### config.mk
export PLATFORM = sky130hd
export DESIGN_NAME = mmio_master
export DESIGN_NICKNAME = d
export VERILOG_FILES = /design/src/rtl/mmio_master_pkg.sv /design/src/rtl/mmio_master_parity.sv /design/src/rtl/mmio_master.sv
export SDC_FILE = /design/constraint.sdc
export NUM_CORES = 1
export LEC_CHECK = 0
export BUFFER_PORTS_ARGS = -buffer_cell sky130_fd_sc_hd__buf_2
export CORE_MARGIN = 2
export CORE_UTILIZATION = 44
export DETAILED_ROUTE_END_ITERATION = 10
export GPL_ROUTABILITY_DRIVEN = 1
export PLACE_DENSITY = 0.7
export SETUP_SLACK_MARGIN = 0.02
export SYNTH_ARGS = -nofsm -noshare
export SYNTH_HDL_FRONTEND = slang
export SYNTH_SLANG_ARGS = --single-unit
### constraint.sdc
create_clock -name ha_pclock -period 2.26 [get_ports ha_pclock]
set_input_delay 0.113 -clock ha_pclock [delete_from_list [all_inputs] [get_ports ha_pclock]]
set_output_delay 0.113 -clock ha_pclock [all_outputs]
set_load 0.01 [all_outputs]
### src/rtl/mmio_master_pkg.sv
// Shared definitions for the MMIO master: FSM encoding and the default ack timeout.
package mmio_master_pkg;

    typedef enum logic [1:0] {
        ST_IDLE,
        ST_ISSUE,
        ST_WAIT_ACK,
        ST_RESP
    } mm_state_e;

    localparam int unsigned ACK_TIMEOUT_DEFAULT = 256;

endpackage

### src/rtl/mmio_master_parity.sv
// Parameterised parity generator: XOR of all data bits, inverted when odd parity is selected.
module mmio_master_parity #(
    parameter int unsigned BITS = 64
) (
    input  logic [0:BITS-1] data,
    input  logic            odd_parity,
    output logic            par
);

    assign par = (^data) ^ odd_parity;

endmodule

### src/rtl/mmio_master.sv
// Single-outstanding MMIO master: takes one command, issues it to the AFU, waits for the
// acknowledge (bounded by ACK_TIMEOUT) and returns a one-cycle completion.
module mmio_master
    import mmio_master_pkg::*;
#(
    parameter int unsigned ACK_TIMEOUT = ACK_TIMEOUT_DEFAULT
) (
    input  logic        ha_pclock,
    input  logic        reset_n,
    input  logic        odd_parity,

    input  logic        req_val,
    output logic        req_rdy,
    input  logic        req_cfg,
    input  logic        req_rnw,
    input  logic        req_dw,
    input  logic [0:23] req_ad,
    input  logic [0:63] req_wdata,

    output logic        ha_mmval,
    output logic        ha_mmcfg,
    output logic        ha_mmrnw,
    output logic        ha_mmdw,
    output logic [0:23] ha_mmad,
    output logic        ha_mmadpar,
    output logic [0:63] ha_mmdata,
    output logic        ha_mmdatapar,

    input  logic        ah_mmack,
    input  logic [0:63] ah_mmdata,
    input  logic        ah_mmdatapar,

    output logic        rsp_val,
    output logic [0:63] rsp_rdata,
    output logic        rsp_perr,
    output logic        rsp_timeout,
    output logic        stray_ack
);

    localparam int unsigned CNT_W = $clog2(ACK_TIMEOUT) + 1;

    mm_state_e        state, state_nxt;
    logic             live;
    logic [CNT_W-1:0] wait_cnt;
    logic             expired;

    logic             cfg_q, rnw_q, dw_q;
    logic [0:23]      ad_q;
    logic [0:63]      wdata_q;
    logic [0:63]      cap_data;
    logic             cap_par;
    logic             chk_par;
    logic             timeout_q;
    logic             stray_q;

    assign expired   = (wait_cnt == CNT_W'(ACK_TIMEOUT - 1));
    assign stray_ack = stray_q;

    always_ff @(posedge ha_pclock) begin
        if (!reset_n) state <= ST_IDLE;
        else          state <= state_nxt;
    end

    always_comb begin
        state_nxt   = state;
        req_rdy     = 1'b0;
        ha_mmval    = 1'b0;
        ha_mmcfg    = 1'b0;
        ha_mmrnw    = 1'b0;
        ha_mmdw     = 1'b0;
        ha_mmad     = '0;
        ha_mmdata   = '0;
        rsp_val     = 1'b0;
        rsp_rdata   = '0;
        rsp_perr    = 1'b0;
        rsp_timeout = 1'b0;
        unique case (state)
            ST_IDLE: begin
                // live holds req_rdy low for the cycle right after a reset edge
                req_rdy = live;
                if (live && req_val) state_nxt = ST_ISSUE;
            end
            ST_ISSUE: begin
                ha_mmval  = 1'b1;
                ha_mmcfg  = cfg_q;
                ha_mmrnw  = rnw_q;
                ha_mmdw   = dw_q;
                ha_mmad   = ad_q;
                ha_mmdata = wdata_q;
                state_nxt = ST_WAIT_ACK;
            end
            ST_WAIT_ACK: begin
                if (ah_mmack || expired) state_nxt = ST_RESP;
            end
            ST_RESP: begin
                rsp_val     = 1'b1;
                rsp_timeout = timeout_q;
                if (!timeout_q && rnw_q) begin
                    rsp_rdata = dw_q ? cap_data : {32'h0, cap_data[32:63]};
                    rsp_perr  = (cap_par != chk_par);
                end
                state_nxt = ST_IDLE;
            end
            default: state_nxt = ST_IDLE;
        endcase
    end

    always_ff @(posedge ha_pclock) begin
        if (!reset_n) begin
            live      <= 1'b0;
            wait_cnt  <= '0;
            stray_q   <= 1'b0;
            timeout_q <= 1'b0;
            cfg_q     <= 1'b0;
            rnw_q     <= 1'b0;
            dw_q      <= 1'b0;
            ad_q      <= '0;
            wdata_q   <= '0;
            cap_data  <= '0;
            cap_par   <= 1'b0;
        end else begin
            live    <= 1'b1;
            stray_q <= ah_mmack && (state != ST_WAIT_ACK);
            if (state == ST_IDLE && live && req_val) begin
                cfg_q     <= req_cfg;
                rnw_q     <= req_rnw;
                dw_q      <= req_dw;
                ad_q      <= req_ad;
                timeout_q <= 1'b0;
                // write data is stored already in bus format (32-bit writes replicated)
                if (req_rnw)     wdata_q <= '0;
                else if (req_dw) wdata_q <= req_wdata;
                else             wdata_q <= {req_wdata[32:63], req_wdata[32:63]};
            end
            if (state == ST_ISSUE) wait_cnt <= '0;
            if (state == ST_WAIT_ACK) begin
                if (ah_mmack) begin
                    cap_data <= ah_mmdata;
                    cap_par  <= ah_mmdatapar;
                end else if (expired) begin
                    timeout_q <= 1'b1;
                end else begin
                    wait_cnt <= wait_cnt + 1'b1;
                end
            end
        end
    end

    mmio_master_parity #(.BITS(24)) u_adpar (
        .data       (ha_mmad),
        .odd_parity (odd_parity),
        .par        (ha_mmadpar)
    );

    mmio_master_parity #(.BITS(64)) u_datapar (
        .data       (ha_mmdata),
        .odd_parity (odd_parity),
        .par        (ha_mmdatapar)
    );

    mmio_master_parity #(.BITS(64)) u_chkpar (
        .data       (cap_data),
        .odd_parity (odd_parity),
        .par        (chk_par)
    );

endmodule

==> metrics.yaml, run 1 <==
routing:
  first_pass_iters: 5
  drt_iter0_drc: 458
  route.detailed.drc: 0
  vias: 9159
  wl_um: 29900
  drtAntennaViolNets: 0
  wl_per_cell_um: 16.2
  avgViaCountPerCell: 4.95
cells_and_area:
  final_common_cell: "buf_2"
  nFillCells: 1696
  layout_common_cells: "321 x buf_2, 227 x nand2_1, 128 x and2_1"
  antenna_cells: 0
  finish.instance_area_um2: 13700
  final_cells: 1850
  drive_gt1_frac: 0.321
  nets: 1729
  syn_to_final_growth_pct: 46.6
critical_path:
  cp_top_family: "XOR/XNOR gates"
  crit_path_max_incr_delay_ns: 0.34
  path_buf_inv: 2
  required_ns: 2.15
  critical_path_class: "flip-flop to output pin"
  cp.arrival_ns: 2.35
  rr_startpoint: "state[0]$_SDFFE_PN0P_"
  cp_cell_sequence: "xnor2_2, xnor2_1, xnor2_1, xnor2_1, xnor2_2, xnor2_2, buf_4, nand2_4, xnor2_2, buf_2"
  critPathCaptureType: "output pin"
  cp_slowest_cell: "dfxtp_2"
  cp_max_fo: 3
  crit_start: "wdata_q[52]$_SDFFE_PN0P_"
  start_kind: "flip-flop"
  cpMostUsedCell: "xnor2_2"
place:
  portBuffers: 323
  gp_congestion: 0.811
  dp_cells: 1687
  place_area_um2: 11300
  dp_hpwl_um: 19700
timing:
  fin_crit_sh: 1.09
  fmax_ghz: 0.406
  fin_skew_ns: 0.00865
  fin_ws_ns: -0.204
  worst_pin_slew_ns: 0.485
  hold_viol: 1
  max_slew_margin: 0.674
  fin_crit_ns: 2.46
  finalMaxSlewViolations: 0
  holdWs_ns: -0.00143
  finalSetupViolations: 2
  rsz0062_at_grt: "yes"
floorplanning:
  coreArea_um2: 21000
  ioPinCount: 324
  fp.dieH_um: 150
  initial_utilization: 0.446
  rows: 53
  die_area_um2: 22400
  die_w_um: 150
clock_tree:
  h-tree-depth: 4
  cts_buffers: 17
  cts_root_buf: "clkbuf_16"
  clock_path_buffers: 2
  clkTransAtPathRegs_ns: 0.07
  clock_latency_ns: 0.43
  cts_sinks: 170
  cts_tree: "built"
logic_synthesis:
  synth_compound_area_frac: 0.131
  yosysSeqAreaShare: 0.364
  synth_top_family_by_area: "simple AND/OR/NAND/NOR gates"
  synthAdderAreaFrac: 0.00803
  syn-num-nets: 1311
  synth_area_um2: 9350
  synth.avg_cell_area_um2: 8.17
  synthMuxAreaShare: 0.0353
  yosys-top-cells-area: "dfxtp_1 36%, xnor2_1 13%, a21boi_1 10%"
  yosysWarningCount: 0
  synth_top_area_share: 0.364
  synth_largest_area_cell: "dfxtp_1"
  ys_seq_elements: 170
  synth_xor_area_frac: 0.145
  synth_simple_gate_area_share: 0.281
  yosysUniqueCellTypes: 32
  synthCells: 1144
grt:
  antenna_found_initial: 1
  grt_max_degree: 98
  grt_pass1_vias: 8688
  grt_overflow_total: 0
  grt.total_usage: 0.253
  grt_pass1_wl_um: 44600
outcome:
  status: "finished, violations left"
  violations: "negative hold slack, negative setup slack"
hold_path:
  min_from: "req_wdata[44]"
  hold_path_class: "input port to flip-flop"
job:
  cap_violations: 0
power_and_ir_drop:
  power_density_nw_per_um2: 811
  p_total_mw: 11.1
  ir_drop_mv: 0.605
  total_leakage_power_nw: 5.97
-- sequential cells by signal (all words and copies together), names as in the netlist --
register and cells:
cap_par 1, rnw_q 1, cap_data 64, state 2
live 1, wait_cnt 9, stray_ack 1, cfg_q 1
timeout_q 1, wdata_q 64, ad_q 24, dw_q 1
-- per-layer routing --
layer  global-route usage  share of wire  vias to the layer above
met3               0.0677          0.074                       43
met1                0.291           0.40                     4235
met5                    0        0.00037                        -
met2                0.457           0.50                      329
li1                     -              -                     4550
met4               0.0802          0.020                        2
-- where the power goes --
group / switching [mW] / internal, mW
Clock: 1.29 / 1.70
Sequential: 0.279 / 3.30
Combinational: 2.38 / 2.16
-- cell type report --
type                       instances  area (µm²)  area share
inverter                           2        7.51    0.000548
timing repair buffer             483        3230       0.236
clock inverter                    12         138      0.0100
clock buffer                      20         457      0.0333
tap                              275         344      0.0251
sequential                       170        3480       0.254
multi-input combinational        888        6050       0.442
-- cells in the mapped netlist --
master / instances
o21ai_0: 3
buf_2: 3
nor2_1: 12
and3b_1: 1
and2_1: 130
o211a_1: 1
or3_1: 1
clkbuf_1: 80
a2bb2oi_1: 1
ha_1: 6
dfxtp_1: 170
xnor2_4: 1
nor4_1: 2
xor2_1: 17
xnor2_1: 135
o21ai_1: 8
nand4_1: 1
a31oi_1: 1
inv_1: 2
nand2_1: 229
buf_1: 1
a22oi_1: 1
nand2b_1: 1
nor2b_1: 37
a21oi_1: 38
a21boi_1: 125
nor3_1: 33
mux2i_1: 33
a211oi_1: 1
nand3_1: 4
and3_1: 33
nand3b_1: 33
-- metrics by stage --
| step | hold slack (ns) | util | TNS (ns) | worst slack (ns) |
|---|---|---|---|---|
| global route | 0.00823 | 0.654 | -0.640 | -0.329 |
| finish | -0.00143 | 0.654 | -0.376 | -0.204 |
| CTS | 0.00227 | 0.639 | -0.403 | -0.288 |
| floorplan | 0.141 | - | 0 | 0.560 |
| detailed placement | 0.359 | 0.541 | 0 | 0.0898 |
| global placement | 0.353 | 0.541 | 0 | 0.134 |
-- final timing paths --
kind / to / slack (ns) / depth (start not counted)
setup / recovery: ha_mmdatapar / -0.20 / 10
hold / removal: wdata_q[44]$_SDFFE_PN0P_ / -0.001 / 3
setup reg to reg: cap_data[45]$_SDFFE_PN0P_ / 0.30 / 7
hold reg to reg: cfg_q$_SDFFE_PN0P_ / 0.45 / 2
-- tightest hold or removal path, stage by stage --
cell,delay [ns]
buf_2,0.11
nand3b_1,0.10
a21boi_1,0.06
-- cells by family after synthesis --
group,count (synthesis)
AND/OR/NAND/NOR,517
AO/OA/AOI/OAI,179
flip-flops,170
XOR/XNOR,153
buffers and inverters,86
multiplexers,33
adder cells (fa/ha/maj),6
-- timing repair --
item / 4_1_cts / 5_1_grt
hold buffers: 121 / 0
pin swaps: 42 / 52
endpoints found under the hold margin: 120 / 0
gates resized for setup: 50 / 63
cloned: 0 / 0
buffers inserted: 10 / 1
setup endpoints to repair: 3 / 28
No activity file was read; power rests on OpenSTA's default activity.
==> inputs of run 2 (changes only) <==
--- a/config.mk
+++ b/config.mk
@@ -10,7 +10,7 @@
 export CORE_UTILIZATION = 44
 export DETAILED_ROUTE_END_ITERATION = 10
 export GPL_ROUTABILITY_DRIVEN = 1
-export PLACE_DENSITY = 0.7
+export PLACE_DENSITY = 0.76
 export SETUP_SLACK_MARGIN = 0.02
 export SYNTH_ARGS = -nofsm -noshare
 export SYNTH_HDL_FRONTEND = slang
==> metrics.yaml, run 2 (synthesized netlist as in run 1, its figures left out) <==
critical_path:
  cpMostUsedCell: "xnor2_1"  # was xnor2_2
  required_ns: 2.15  # about the same
  cp_slowest_cell: "dfxtp_2"  # unchanged
  cp_cell_sequence: "xor2_2, xnor2_1, xnor2_1, xnor2_1, xnor2_1, xnor2_1, nand2_1, xnor2_1, buf_2"  # was xnor2_2, xnor2_1, xnor2_1, xnor2_1, xnor2_2, xnor2_2, buf_4, nand2_4, xnor2_2, buf_2
  path_buf_inv: 1  # was 2
  cp_max_fo: 3  # unchanged
  critical_path_class: "flip-flop to output pin"  # unchanged
  cp_top_family: "XOR/XNOR gates"  # unchanged
  start_kind: "flip-flop"  # unchanged
  cp.arrival_ns: 2.32  # was 2.35 ns
  critPathCaptureType: "output pin"  # unchanged
  crit_path_max_incr_delay_ns: 0.34  # about the same
timing:
  fin_skew_ns: 0.0157  # was 0.00865 ns
  finalMaxSlewViolations: 0  # unchanged
  fmax_ghz: 0.411  # was 0.406 GHz
  fin_crit_ns: 2.43  # was 2.46 ns
  worst_pin_slew_ns: 0.479  # was 0.485 ns
  hold_viol: 0  # was 1
  fin_ws_ns: -0.174  # was -0.204 ns
  max_slew_margin: 0.681  # was 0.674
  fin_crit_sh: 1.08  # was 1.09
  finalSetupViolations: 2  # unchanged
  rsz0062_at_grt: "yes"  # unchanged
grt:
  grt.total_usage: 0.251  # was 0.253
  grt_max_degree: 97  # was 98
  antenna_found_initial: 0  # was 1
  grt_pass1_vias: 8834  # was 8688
  grt_pass1_wl_um: 44600  # about the same
  grt_overflow_total: 0  # unchanged
place:
  portBuffers: 323  # unchanged
  pre_cts_slack_ns: 0.198  # was 0.0898 ns
  gp_congestion: 0.818  # was 0.811
  dp_cells: 1680  # was 1687
  dp_hpwl_um: 19400  # was 19700 µm
  place_area_um2: 11300  # about the same
clock_tree:
  cts_root_buf: "clkbuf_16"  # unchanged
  clock_latency_ns: 0.42  # was 0.43 ns
  cts_buffers: 17  # unchanged
  clock_path_buffers: 2  # unchanged
  cts_tree: "built"  # unchanged
  clkTransAtPathRegs_ns: 0.06  # was 0.07 ns
  h-tree-depth: 4  # unchanged
  cts_sinks: 170  # unchanged
power_and_ir_drop:
  ir_drop_mv: 0.567  # was 0.605 mV
  power_density_nw_per_um2: 778  # was 811 nW/µm²
  total_leakage_power_nw: 5.81  # was 5.97 nW
cells_and_area:
  nets: 1717  # was 1729
  regArea_um2: 3450  # was 3480 µm²
  final_common_cell: "buf_2"  # unchanged
  largest_registers: "cap_data (64), wdata_q (64), ad_q (24)"  # unchanged
  final_cells: 1837  # was 1850
  drive_gt1_frac: 0.289  # was 0.321
  nFillCells: 1678  # was 1696
  finish.instance_area_um2: 13300  # was 13700 µm²
  layout_common_cells: "322 x buf_2, 228 x nand2_1, 135 x dfxtp_1"  # was 321 x buf_2, 227 x nand2_1, 128 x and2_1
  syn_to_final_growth_pct: 42.8  # was 46.6%
  antenna_cells: 0  # unchanged
  multiInputGateArea_um2: 5860  # was 6050 µm²
floorplanning:
  initial_utilization: 0.446  # unchanged
  fp.dieH_um: 150  # unchanged
  die_area_um2: 22400  # unchanged
  rows: 53  # unchanged
  coreArea_um2: 21000  # unchanged
  ioPinCount: 324  # unchanged
  die_w_um: 150  # unchanged
routing:
  avgViaCountPerCell: 4.99  # was 4.95
  wl_per_cell_um: 15.9  # was 16.2 µm
  wl_um: 29100  # was 29900 µm
  drt_iter0_drc: 387  # was 458
  drtAntennaViolNets: 0  # unchanged
  route.detailed.drc: 0  # unchanged
  first_pass_iters: 5  # unchanged
  vias: 9170  # was 9159
hold_path:
  hold_path_class: "input port to flip-flop"  # unchanged
outcome:
  status: "finished, violations left"  # unchanged
  violations: "negative setup slack"  # was negative hold slack, negative setup slack
job:
  cap_violations: 0  # unchanged
run 2: cell count changes in the layout (fill, tap and decap cells not counted), moves of 3 or more:
cell / change
xor2_2: -3
buf_4: -13
dfxtp_1: +19
xnor2_1: +16
dfxtp_2: -17
xnor2_4: -3
xnor2_2: -13
xor2_1: +3
run 2: layout make-up:
cell class | instances | share of cell area
clock buffers | 18 | 0.0322
flip-flops and latches | 170 | 0.258
clock inverters | 13 | 0.00731
multi-input cells | 888 | 0.439
repair buffers | 471 | 0.236
well taps | 275 | 0.0258
inverters | 2 | 0.000563
run 2: stage by stage:
stage | hold slack [ns] | setup TNS, ns | power, mW | utilization
global route | 0.00402 | -0.605 | 11.0 | 0.637
detailed placement | 0.359 | 0 | 7.43 | 0.539
floorplan | 0.141 | 0 | 6.27 | -
finish | 0.0180 | -0.257 | 10.4 | 0.637
CTS | 0.00104 | -0.343 | 10.4 | 0.636
global placement | 0.356 | 0 | 7.35 | 0.539
run 2: final timing paths:
check / startpoint / end / slack [ns] / depth (start not counted)
setup reg to reg: state[0]$_SDFFE_PN0P_ / state[1]$_SDFFE_PN0P_ / 0.32 / 8
setup / recovery: wdata_q[50]$_SDFFE_PN0P_ / ha_mmdatapar / -0.17 / 9
hold / removal: ah_mmdata[53] / cap_data[53]$_SDFFE_PN0P_ / 0.02 / 3
hold reg to reg: dw_q$_SDFFE_PN0P_ / dw_q$_SDFFE_PN0P_ / 0.45 / 2
run 2: power by group:
part           internal, mW  switching [mW]  leakage, nW
logic                  1.96            2.19         4.16
registers              3.29           0.264         1.39
clock network          1.41            1.26        0.249
total                  6.67            3.72         5.81
run 2: metal layers:
layer  up-vias  share of wire  GRT usage
met1      4217           0.40      0.291
met5         -              0          0
met2       359           0.49      0.444
met4         0          0.034      0.102
met3        62          0.076     0.0628
li1       4532              -          -
run 2: timing repair:
| action | CTS | global route |
|---|---|---|
| pin swaps | 41 | 11 |
| endpoints found under the hold margin | 120 | 0 |
| hold buffers | 120 | 0 |
| setup endpoints to repair | 3 | 3 |
| setup buffers | 6 | 0 |
| resized for setup | 58 | 7 |
run 2: tightest hold or removal path, stage by stage:
cell,delay [ns]
buf_2,0.10
nand2_1,0.10
a21boi_1,0.07
